--- src/rtl/barrelshifter_arbiter_pkg.sv ---
// Shared types and helpers for the barrelshifter arbiter slice.
// Operation codes for the shared shifter and a one-hot to index encoder.
package bsh_pkg;

    typedef enum logic [2:0] {
        OP_LSR     = 3'b000,
        OP_ASR     = 3'b001,
        OP_ROR     = 3'b010,
        OP_ROR_ALT = 3'b011,
        OP_LSL     = 3'b100,
        OP_ASL     = 3'b101,
        OP_ROL     = 3'b110,
        OP_ROL_ALT = 3'b111
    } bsh_op_e;

    // OR-reduction encoder; the result is only meaningful for one-hot or zero input.
    function automatic int unsigned onehot_to_idx(input logic [31:0] oh);
        int unsigned idx;
        idx = 0;
        for (int i = 0; i < 32; i++) begin
            if (oh[i]) idx = idx | unsigned'(i);
        end
        return idx;
    endfunction

endpackage

--- src/rtl/barrelshifter_arbiter_if.sv ---
// Request/response bundle between the issue lanes and the shared shifter arbiter.
// slave = arbiter side, master = requester/consumer side.
interface barrelshifter_arbiter_if #(
    parameter int D_SIZE = 8,
    parameter int N_REQ  = 4
);
    localparam int SW  = $clog2(D_SIZE);
    localparam int IDW = $clog2(N_REQ);

    logic [N_REQ-1:0]        req_valid_in;
    logic [N_REQ-1:0]        req_ready_out;
    logic [N_REQ*D_SIZE-1:0] req_x_in;
    logic [N_REQ*SW-1:0]     req_s_in;
    logic [N_REQ*3-1:0]      req_op_in;
    logic                    rsp_valid_out;
    logic                    rsp_ready_in;
    logic [D_SIZE-1:0]       rsp_y_out;
    logic                    rsp_zf_out;
    logic                    rsp_vf_out;
    logic [IDW-1:0]          rsp_id_out;

    modport slave (
        input  req_valid_in, req_x_in, req_s_in, req_op_in, rsp_ready_in,
        output req_ready_out, rsp_valid_out, rsp_y_out, rsp_zf_out, rsp_vf_out, rsp_id_out
    );

    modport master (
        output req_valid_in, req_x_in, req_s_in, req_op_in, rsp_ready_in,
        input  req_ready_out, rsp_valid_out, rsp_y_out, rsp_zf_out, rsp_vf_out, rsp_id_out
    );

endinterface

--- src/rtl/barrelshifter.sv ---
// Combinational barrel shifter: logical/arithmetic shifts and rotates.
// ASL keeps the sign bit and flags overflow when significant bits are lost.
module barrelshifter
    import bsh_pkg::*;
#(
    parameter  int D_SIZE = 8,
    localparam int SW     = $clog2(D_SIZE)
) (
    input  logic [D_SIZE-1:0] x,
    input  logic [SW-1:0]     s,
    input  bsh_op_e           op,
    output logic [D_SIZE-1:0] y,
    output logic              zf,
    output logic              vf
);

    logic [2*D_SIZE-1:0] rot_r;
    logic [2*D_SIZE-1:0] rot_l;
    logic [D_SIZE-1:0]   shl;

    // NOTE: every output of a combinational block gets a default first, so no path leaves it unassigned and no latch is inferred.
    always_comb begin
        y     = '0;
        vf    = 1'b0;
        rot_r = {x, x} >> s;
        rot_l = {x, x} << s;
        shl   = x << s;
        case (op)
            OP_LSR:             y = x >> s;
            OP_ASR:             y = $signed(x) >>> s;
            OP_ROR, OP_ROR_ALT: y = rot_r[D_SIZE-1:0];
            OP_LSL:             y = shl;
            OP_ASL: begin
                y  = {x[D_SIZE-1], shl[D_SIZE-2:0]};
                vf = ($signed(shl) >>> s) != $signed(x);
            end
            OP_ROL, OP_ROL_ALT: y = rot_l[2*D_SIZE-1:D_SIZE];
        endcase
        zf = (y == '0);
    end

endmodule

--- src/rtl/barrelshifter_arbiter_rr.sv ---
// Round-robin arbiter: masked/unmasked lowest-set priority encoder plus a
// pointer that advances past the last winner.
module rr_arbiter
    import bsh_pkg::*;
#(
    parameter  int N  = 4,
    localparam int IW = $clog2(N)
) (
    input  logic          clk_in,
    input  logic          rst_n_in,
    input  logic [N-1:0]  req,
    input  logic          en,
    output logic [N-1:0]  gnt,
    output logic [IW-1:0] idx
);

    logic [IW-1:0] ptr;
    logic [N-1:0]  masked;
    logic [N-1:0]  pick;

    always_comb begin
        masked = '0;
        for (int k = 0; k < N; k++) begin
            masked[k] = req[k] && (IW'(k) >= ptr);
        end
        // Requests at or above the pointer win; otherwise wrap to the lowest index.
        if (|masked) pick = masked & (~masked + N'(1));
        else         pick = req & (~req + N'(1));
    end

    assign gnt = en ? pick : '0;
    assign idx = IW'(onehot_to_idx(32'(pick)));

    // NOTE: state registers use non-blocking assignments so every flop samples pre-edge values.
    always_ff @(posedge clk_in or negedge rst_n_in) begin
        if (!rst_n_in) begin
            ptr <= '0;
        end else if (en && (|req)) begin
            ptr <= (idx == IW'(N - 1)) ? '0 : idx + 1'b1;
        end
    end

endmodule

--- src/rtl/barrelshifter_arbiter.sv ---
// Shares one barrelshifter among N_REQ requesters with a one-entry response register.
// Optional BSHARB_STICKY_VF_EN adds a sticky overflow flag with vf_clr_in / vf_sticky_out.
module barrelshifter_arbiter
    import bsh_pkg::*;
#(
    parameter int D_SIZE = 8,
    parameter int N_REQ  = 4
) (
    input  logic clk_in,
    input  logic rst_n_in,
`ifdef BSHARB_STICKY_VF_EN
    input  logic vf_clr_in,
    output logic vf_sticky_out,
`endif
    barrelshifter_arbiter_if.slave bus
);

    localparam int SW  = $clog2(D_SIZE);
    localparam int IDW = $clog2(N_REQ);

    logic              slot_free;
    logic              load;
    logic [N_REQ-1:0]  gnt;
    logic [IDW-1:0]    gnt_idx;
    logic [D_SIZE-1:0] x_sel;
    logic [SW-1:0]     s_sel;
    bsh_op_e           op_sel;
    logic [D_SIZE-1:0] sh_y;
    logic              sh_zf;
    logic              sh_vf;

    logic              rsp_valid;
    logic [D_SIZE-1:0] rsp_y;
    logic              rsp_zf;
    logic              rsp_vf;
    logic [IDW-1:0]    rsp_id;

    // Reset gates the enable so nothing is granted while rst_n_in is low.
    assign slot_free = !rsp_valid || bus.rsp_ready_in;

    rr_arbiter #(.N(N_REQ)) u_arb (
        .clk_in   (clk_in),
        .rst_n_in (rst_n_in),
        .req      (bus.req_valid_in),
        .en       (slot_free && rst_n_in),
        .gnt      (gnt),
        .idx      (gnt_idx)
    );

    assign bus.req_ready_out = gnt;
    assign load              = |gnt;

    assign x_sel  = bus.req_x_in[gnt_idx*D_SIZE +: D_SIZE];
    assign s_sel  = bus.req_s_in[gnt_idx*SW +: SW];
    assign op_sel = bsh_op_e'(bus.req_op_in[gnt_idx*3 +: 3]);

    barrelshifter #(.D_SIZE(D_SIZE)) u_bsh (
        .x  (x_sel),
        .s  (s_sel),
        .op (op_sel),
        .y  (sh_y),
        .zf (sh_zf),
        .vf (sh_vf)
    );

    // NOTE: the response payload is reset along with valid so a post-reset bus shows all zeros.
    always_ff @(posedge clk_in or negedge rst_n_in) begin
        if (!rst_n_in) begin
            rsp_valid <= 1'b0;
            rsp_y     <= '0;
            rsp_zf    <= 1'b0;
            rsp_vf    <= 1'b0;
            rsp_id    <= '0;
        end else if (load) begin
            rsp_valid <= 1'b1;
            rsp_y     <= sh_y;
            rsp_zf    <= sh_zf;
            rsp_vf    <= sh_vf;
            rsp_id    <= gnt_idx;
        end else if (bus.rsp_ready_in) begin
            rsp_valid <= 1'b0;
        end
    end

    assign bus.rsp_valid_out = rsp_valid;
    assign bus.rsp_y_out     = rsp_y;
    assign bus.rsp_zf_out    = rsp_zf;
    assign bus.rsp_vf_out    = rsp_vf;
    assign bus.rsp_id_out    = rsp_id;

`ifdef BSHARB_STICKY_VF_EN
    // A new overflow wins over a same-cycle clear.
    always_ff @(posedge clk_in or negedge rst_n_in) begin
        if (!rst_n_in)             vf_sticky_out <= 1'b0;
        else if (load && sh_vf)    vf_sticky_out <= 1'b1;
        else if (vf_clr_in)        vf_sticky_out <= 1'b0;
    end
`endif

endmodule

--- src/flat_wrapper.sv ---
// flat-port wrapper written by rule: the top's interface ports become plain ports
module barrelshifter_arbiter_flat import bsh_pkg::*;
#(
    parameter int D_SIZE = 8,
    parameter int N_REQ  = 4
)
  (clk_in, rst_n_in, bus_req_valid_in, bus_req_x_in, bus_req_s_in, bus_req_op_in, bus_rsp_ready_in, bus_req_ready_out, bus_rsp_valid_out, bus_rsp_y_out, bus_rsp_zf_out, bus_rsp_vf_out, bus_rsp_id_out);
  barrelshifter_arbiter_if #(.D_SIZE(D_SIZE), .N_REQ(N_REQ)) bus_i ();
  input  logic clk_in;
  input  logic rst_n_in;
  input wire logic [$bits(bus_i.req_valid_in)-1:0] bus_req_valid_in;
  input wire logic [$bits(bus_i.req_x_in)-1:0] bus_req_x_in;
  input wire logic [$bits(bus_i.req_s_in)-1:0] bus_req_s_in;
  input wire logic [$bits(bus_i.req_op_in)-1:0] bus_req_op_in;
  input wire logic [$bits(bus_i.rsp_ready_in)-1:0] bus_rsp_ready_in;
  output wire logic [$bits(bus_i.req_ready_out)-1:0] bus_req_ready_out;
  output wire logic [$bits(bus_i.rsp_valid_out)-1:0] bus_rsp_valid_out;
  output wire logic [$bits(bus_i.rsp_y_out)-1:0] bus_rsp_y_out;
  output wire logic [$bits(bus_i.rsp_zf_out)-1:0] bus_rsp_zf_out;
  output wire logic [$bits(bus_i.rsp_vf_out)-1:0] bus_rsp_vf_out;
  output wire logic [$bits(bus_i.rsp_id_out)-1:0] bus_rsp_id_out;
  assign bus_i.req_valid_in = bus_req_valid_in;
  assign bus_i.req_x_in = bus_req_x_in;
  assign bus_i.req_s_in = bus_req_s_in;
  assign bus_i.req_op_in = bus_req_op_in;
  assign bus_i.rsp_ready_in = bus_rsp_ready_in;
  assign bus_req_ready_out = bus_i.req_ready_out;
  assign bus_rsp_valid_out = bus_i.rsp_valid_out;
  assign bus_rsp_y_out = bus_i.rsp_y_out;
  assign bus_rsp_zf_out = bus_i.rsp_zf_out;
  assign bus_rsp_vf_out = bus_i.rsp_vf_out;
  assign bus_rsp_id_out = bus_i.rsp_id_out;
  barrelshifter_arbiter #(.D_SIZE(D_SIZE), .N_REQ(N_REQ)) u_core (.clk_in(clk_in), .rst_n_in(rst_n_in), .bus(bus_i));
endmodule
--- config.mk ---
export PLATFORM = sky130hd
export DESIGN_NAME = barrelshifter_arbiter_flat
export DESIGN_NICKNAME = d
export VERILOG_FILES = /design/src/rtl/barrelshifter_arbiter_pkg.sv /design/src/rtl/barrelshifter_arbiter_if.sv /design/src/rtl/barrelshifter.sv /design/src/rtl/barrelshifter_arbiter_rr.sv /design/src/rtl/barrelshifter_arbiter.sv /design/src/flat_wrapper.sv
export SDC_FILE = /design/constraint.sdc
export NUM_CORES = 1
export LEC_CHECK = 0
export BUFFER_PORTS_ARGS = -buffer_cell sky130_fd_sc_hd__clkbuf_2
export CORE_UTILIZATION = 30
export DETAILED_ROUTE_END_ITERATION = 12
export SLEW_MARGIN = 15
export SYNTH_ARGS = -nofsm -noshare
export SYNTH_HDL_FRONTEND = slang
export SYNTH_SLANG_ARGS = --single-unit
--- constraint.sdc ---
create_clock -name clk_in -period 3.1 [get_ports clk_in]
set_input_delay 0.465 -clock clk_in [delete_from_list [all_inputs] [get_ports clk_in]]
set_output_delay 0.465 -clock clk_in [all_outputs]
set_load 0.02 [all_outputs]
==> results of run 1 <==
==> power by group <==
group          internal, mW  switching [mW]
Sequential            0.292          0.0696
Combinational          2.04            2.09
Clock                0.0908          0.0621
Total                  2.42            2.22
==> cells in the final DEF (no fill, tap or decap), types with 5 or more instances in the layout <==
cell / instances
clkbuf_2: 79
buf_6: 8
a21oi_2: 10
or3_1: 5
o21ai_0: 12
o21ai_2: 5
buf_4: 104
nand3_1: 19
mux2i_2: 5
mux2i_1: 15
o21a_1: 5
nand4_1: 6
nor2_1: 13
o211ai_1: 5
o21ai_1: 8
dfrtp_1: 13
xnor2_1: 6
o2bb2ai_1: 7
nand2b_1: 12
a31oi_1: 10
nand2_1: 30
a221o_1: 9
a21oi_1: 9
==> synth_stat cells, drive strengths merged (2+ instances only) <==
library cell	n	share of area, %
buf	19	4.4
nor2	15	2.3
o21bai	3	1.1
nor3	7	1.6
a221o	9	3.7
inv	2	0.31
nand4	6	1.5
o21ai	25	5.4
a21oi	21	4.9
a31o	2	0.71
mux2i	21	8.5
and2	4	1.0
a21o	2	0.61
a31oi	10	2.5
nor4	3	0.76
clkbuf	6	0.92
a211oi	5	1.5
nand3	19	3.9
a221oi	8	4.6
mux2	3	1.5
dfrtp	15	15
o21a	6	1.8
nor2b	2	0.51
o211a	2	1.1
or3	7	1.8
o221a	3	1.4
xnor2	6	2.1
o2bb2ai	9	4.0
o21ba	2	0.81
o22ai	4	1.0
o211ai	6	2.0
nand2	32	4.9
o22a	2	0.76
or2	2	0.51
a211o	2	0.71
o221ai	2	0.71
nand2b	12	3.1
==> per-layer routing <==
metal / GRT usage, % / up-vias / wire length [microns]
li1: - / 1615 / -
met1: 29.3 / 1549 / 4340
met2: 37.3 / 107 / 4610
met3: 1.07 / 12 / 463
met4: 3.52 / 0 / 95
met5: 0 / - / 0
==> logic make-up after synthesis <==
| logic type | count (synthesis) |
|---|---|
| compound gates | 136 |
| flops | 15 |
| simple gates | 111 |
| mux | 24 |
| buf+inv | 27 |
| xor+xnor | 6 |
==> stage by stage <==
step / instance area, sq um / hold WS [ns]
2_1_floorplan: 2470 / 0.169
3_3_place_gp: 3580 / 0.399
3_5_place_dp: 3580 / 0.410
4_1_cts: 3620 / 0.144
5_1_grt: 4050 / 0.157
6_report: 4050 / 0.134
==> worst max path at each step <==
stage / from / end / cells past startpoint / slack (ns)
detailed placement: bus_req_valid_in[0] / u_core.bus.rsp_vf_out / 13 / -0.19
floorplan: bus_req_valid_in[1] / u_core.bus.rsp_zf_out / 13 / 0.01
global placement: bus_req_valid_in[0] / u_core.bus.rsp_zf_out / 15 / -0.16
CTS: u_core.u_arb.ptr[1] / u_core.bus.rsp_vf_out / 12 / 0.0005
finish: u_core.u_arb.ptr[1] / u_core.bus.rsp_y_out[1] / 16 / 0.02
global route: u_core.u_arb.ptr[1] / u_core.bus.rsp_zf_out / 15 / -0.11
==> worst reg2reg max path: stages (launching register included) <==
cell and delay, ns:
dfrtp_2 0.45, buf_6 0.14, and2_4 0.14, o211ai_4 0.21, a21oi_4 0.10, buf_4 0.14
a221oi_4 0.28, buf_12 0.17, buf_4 0.12, buf_6 0.15, o21ai_1 0.12, mux2i_1 0.29
buf_4 0.17, a31oi_1 0.08, a21o_1 0.18, buf_4 0.13, o21ai_0 0.13
==> what timing repair did <==
item / 4_1_cts / 5_1_grt
cloned: 0 / 1
resized for setup: 1 / 66
buffers inserted: 0 / 18
endpoints found under the setup margin: 2 / 9
pin swaps: 0 / 28
==> sequential cells by signal, indices dropped and copies added, names as in the netlist <==
signal	cells
u_core.bus.rsp_vf_out	1
u_core.bus.rsp_y_out	8
u_core.u_arb.ptr	2
u_core.bus.rsp_id_out	2
u_core.bus.rsp_valid_out	1
u_core.bus.rsp_zf_out	1
==> cell type report <==
class	instances	share of cell area, %
tap	102	3.15
clock buffer	4	1.11
timing repair buffer	194	32.2
inverter	2	0.185
sequential	15	9.32
multi-input combinational	277	54.0
==> flow_metrics.tcl, run 1 <==
set metrics [dict create \
    setup_tns_ns 0 \
    timing.final.ws_setup_ns 0.0224 \
    p_per_area_nw_per_um2 1150 \
    hp-class "in2async" \
    status "finished clean" \
    antenna_left 0 \
    finalNonFillerCells 594 \
    place_ws_ns -0.193 \
    slew_headroom_pct 69.9 \
    setup_viol 0 \
    r2r-start "u_core.u_arb.ptr[1]" \
    grt_start_max_net_pins 18 \
    synth_compound_area_share_pct 44.4 \
    track_usage_pct 21.4 \
    clkLatencyLatePin_ns 0.24 \
    syn_inst 319 \
    clk_pin_slew_ns 0.06 \
    crit_slowest_cell "dfrtp_2" \
    crit_chain "buf_6 > and2_4 > o211ai_4 > a21oi_4 > buf_4 > a221oi_4 > buf_12 > buf_4 > buf_6 > o21ai_1 > mux2i_1 > buf_4 > a31oi_1 > a21o_1 > buf_4 > o21ai_0" \
    core_area_sq_um 7810 \
    leakagePower_nw 1.81 \
    grt_pass1_wl_microns 14900 \
    ys_warn_count 0 \
    finish.utilization_pct 51.9 \
    register_area_sq_um 378 \
    drv_slew 0 \
    htreeDepth 1 \
    vias_per_cell 5.53 \
    ctsRootBufferMaster "clkbuf_8" \
    required_ns 3.26 \
    cp-start-kind "flop" \
    wl_per_cell_microns 16.0 \
    first_iter_violations 159 \
    cpPeakStageDelay_ns 0.45 \
    yosys.area_share.simple_pct 22.4 \
    final_min_period_over_clock_period_pct 99.3 \
    port_buffers 79 \
    dieArea_sq_um 8560 \
    hold_buffers 0 \
    worstPathMaxFanout 11 \
    synth_seq_area_share_pct 15.3 \
    area_growth_pct 64.9 \
    max-vdd-ir-drop_mv 0.428 \
    ys_types 68 \
    num_vias 3283 \
    rsz0062_at_grt "true" \
    drv_cap 0 \
    cts_tree "done" \
    synth_area_per_cell_sq_um 7.71 \
    dpl.hpwl_microns 7560 \
    tightest_slew_ns 0.449 \
    nFillCells 764 \
    synthAdderAreaFrac_pct 0 \
    io_pins 80 \
    drive_above_1_share_pct 53.7 \
    cpMostUsedCell "buf_4" \
    synth_edf_count 0 \
    dr.pass1.iters 4 \
    crit_arrival_ns 3.24 \
    routed_wl_microns 9510 \
    critPathTopFamily "compound AO/OA/AOI/OAI gates" \
    multi_input_area_sq_um 2190 \
    hold_viol 0 \
    netlist_area_sq_um 2460 \
    ys.flop_type "dfrtp_1" \
    globalplace.congestion 0.965 \
    yosys-mux-area-fraction_pct 10.1 \
    async_flop_share_pct 100 \
    fmax_ghz 0.325 \
    syn_nets 382 \
    period_minus_slack_ns 3.08 \
    cts.sinks 15 \
    grt_pass1_vias 3091 \
    rr_endpoint "u_core.bus.rsp_y_out[1]" \
    synth-xor-area-share_pct 2.14 \
    cts.path.max_buffers 2 \
    num_rows 32 \
    path_class "reg2reg" \
    synth_top_family_by_area "compound AO/OA/AOI/OAI gates" \
    initial_core_util_pct 31.5 \
    diodes 0 \
    die_x_microns 92.5 \
    rrSetupSlack_ns 0.02 \
    fin_nets 556 \
    end_kind "flop" \
    r2r_cells 16 \
    cp_num_buf_inv 7 \
    grt_overflow 0 \
    dieHeight_microns 92.5 \
    dp_cells 571 \
    total_power_mw 4.64 \
    synth_seq_cells 15 \
    grt_antenna_before_repair 0 \
    cts_inserted_buffers 3 \
    skew_ns 0.000741 \
    route.detailed.drc 0 \
]
Power figures use the tool's default switching activity.
==> run 2: changes to the inputs <==
CORE_ASPECT_RATIO = 1.4   (was default)
==> run 2 against run 1 <==
Hold slack lost 0.12 ns. Flip-flop and latch count unchanged. Critical path depth down 3. Clock power rose by 3%. First-iteration DRC count is 2.5% higher. Sequential share of layout area rose by 0.15 points.
==> flow_metrics.tcl, run 2 (synthesized netlist as in run 1, its figures left out) <==
set metrics [dict create \
    cts.sinks 15 \
    diodes 0 \
    vias_per_cell 5.74 \
    grt_pass1_wl_microns 15300 \
    core_area_sq_um 7850 \
    htreeDepth 1 \
    area_growth_pct 62.3 \
    slew_headroom_pct 62.2 \
    setup_viol 0 \
    num_rows 38 \
    clk_pin_slew_ns 0.06 \
    crit_arrival_ns 3.24 \
    finish.utilization_pct 50.9 \
    hp-class "in2async" \
    setup_tns_ns 0 \
    dieHeight_microns 109 \
    cts_inserted_buffers 3 \
    grt_start_max_net_pins 25 \
    port_buffers 79 \
    status "finished clean" \
    track_usage_pct 22.4 \
    tightest_slew_ns 0.564 \
    dpl_cell_area_sq_um 3590 \
    fmax_ghz 0.326 \
    final_min_period_over_clock_period_pct 98.9 \
    drv_cap 0 \
    grt_antenna_before_repair 0 \
    grt_overflow 0 \
    die_x_microns 78.5 \
    layout_common_cells "buf_4 (82), clkbuf_2 (79), nand2_1 (32)" \
    leakagePower_nw 1.74 \
    worstPathMaxFanout 6 \
    final_common_cell "buf_4" \
    cts_tree "done" \
    initial_core_util_pct 31.3 \
    fin_nets 539 \
    dpl.hpwl_microns 7940 \
    largest_reg_flops 8 \
    clkLatencyLatePin_ns 0.25 \
    required_ns 3.28 \
    p_per_area_nw_per_um2 1170 \
    dr.pass1.iters 4 \
    ctsRootBufferMaster "clkbuf_8" \
    skew_ns 0.00179 \
    timing.final.ws_setup_ns 0.0352 \
    wl_per_cell_microns 16.9 \
    route.detailed.drc 0 \
    max-vdd-ir-drop_mv 0.548 \
    hold_buffers 0 \
    stdcell_area_sq_um 3990 \
    drv_slew 0 \
    io_pins 80 \
    drive_above_1_share_pct 51.6 \
    antenna_left 0 \
    dieArea_sq_um 8570 \
    path_class "reg2reg" \
    cp-start-kind "flop" \
    finalNonFillerCells 575 \
    period_minus_slack_ns 3.06 \
    num_vias 3302 \
    place_ws_ns -0.284 \
    hold_viol 0 \
    dp_cells 561 \
    end_kind "flop" \
    first_iter_violations 163 \
    routed_wl_microns 9700 \
    grt_pass1_vias 3298 \
    cts.path.max_buffers 2 \
    rsz0062_at_grt "true" \
    globalplace.congestion 0.951 \
]
-- run 2: cell types whose count changed in the layout (fill, tap and decap cells not counted), moves of 6 or more --
| cell | delta |
|---|---|
| buf_4 | -22 |
| buf_12 | +6 |
| mux2i_1 | -6 |
| mux2i_4 | +6 |
-- run 2: cell type report --
class | count | area, sq um
fill | 777 | 3850
multi-input combinational | 277 | 2180
timing repair buffer | 177 | 1260
sequential | 15 | 378
tap | 100 | 125
clock buffer | 4 | 45.0
inverter | 2 | 7.51
-- run 2: timing repair --
| item | in CTS | in global routing |
|---|---|---|
| buffers inserted | 0 | 10 |
| resized for setup | 7 | 55 |
| pin swaps | 1 | 20 |
| setup endpoints to repair | 3 | 7 |
-- run 2: report_power, final --
| group | internal [mW] | switching [mW] | leakage, nW | total [mW] |
|---|---|---|---|---|
| registers | 0.292 | 0.0682 | 0.182 | 0.360 |
| logic | 2.02 | 2.12 | 1.54 | 4.14 |
| clock network | 0.0910 | 0.0670 | 0.0228 | 0.158 |
| total | 2.40 | 2.26 | 1.74 | 4.66 |
-- run 2: metrics by stage --
step | total power, mW | hold WS (ns)
2_1_floorplan | 2.44 | 0.169
3_3_place_gp | 3.89 | 0.272
3_5_place_dp | 3.92 | 0.275
4_1_cts | 4.13 | 0.0112
5_1_grt | 5.00 | 0.0217
6_report | 4.66 | 0.0135
-- run 2: worst max-delay path, stage by stage, from the launching register on --
cell and delay (ns):
dfrtp_2 0.41, buf_6 0.13, a21oi_2 0.06, o211a_1 0.29, buf_6 0.16, o2bb2ai_4 0.12
a221o_2 0.41, a21oi_2 0.26, mux2i_4 0.31, nand2b_1 0.13, o2bb2ai_1 0.12, a21oi_1 0.08
or3_1 0.37, o21ai_1 0.13
-- run 2: worst paths after layout --
| path | cells past startpoint | slack, ns | start | end |
|---|---|---|---|---|
| worst max-delay path | 13 | 0.04 | u_core.u_arb.ptr[1] | u_core.bus.rsp_zf_out |
| worst min-delay path | 1 | 0.01 | rst_n_in | u_core.u_arb.ptr[1] |
| worst max register to register | 13 | 0.04 | u_core.u_arb.ptr[1] | u_core.bus.rsp_zf_out |
| worst min register to register | 2 | 0.47 | u_core.bus.rsp_y_out[6] | u_core.bus.rsp_y_out[6] |
| max in group asynchronous | 2 | 2.72 | rst_n_in | u_core.bus.rsp_y_out[0] |
| min in group clk_in | 2 | 0.47 | u_core.bus.rsp_y_out[6] | u_core.bus.rsp_y_out[6] |
-- run 2: layer usage --
layer / GRT usage [%] / wire [microns] / up-vias
met5: 0 / 0 / -
met4: 13.5 / 527 / 0
met3: 1.84 / 492 / 37
met2: 41.4 / 5020 / 126
met1: 24.6 / 3650 / 1561
li1: - / - / 1578
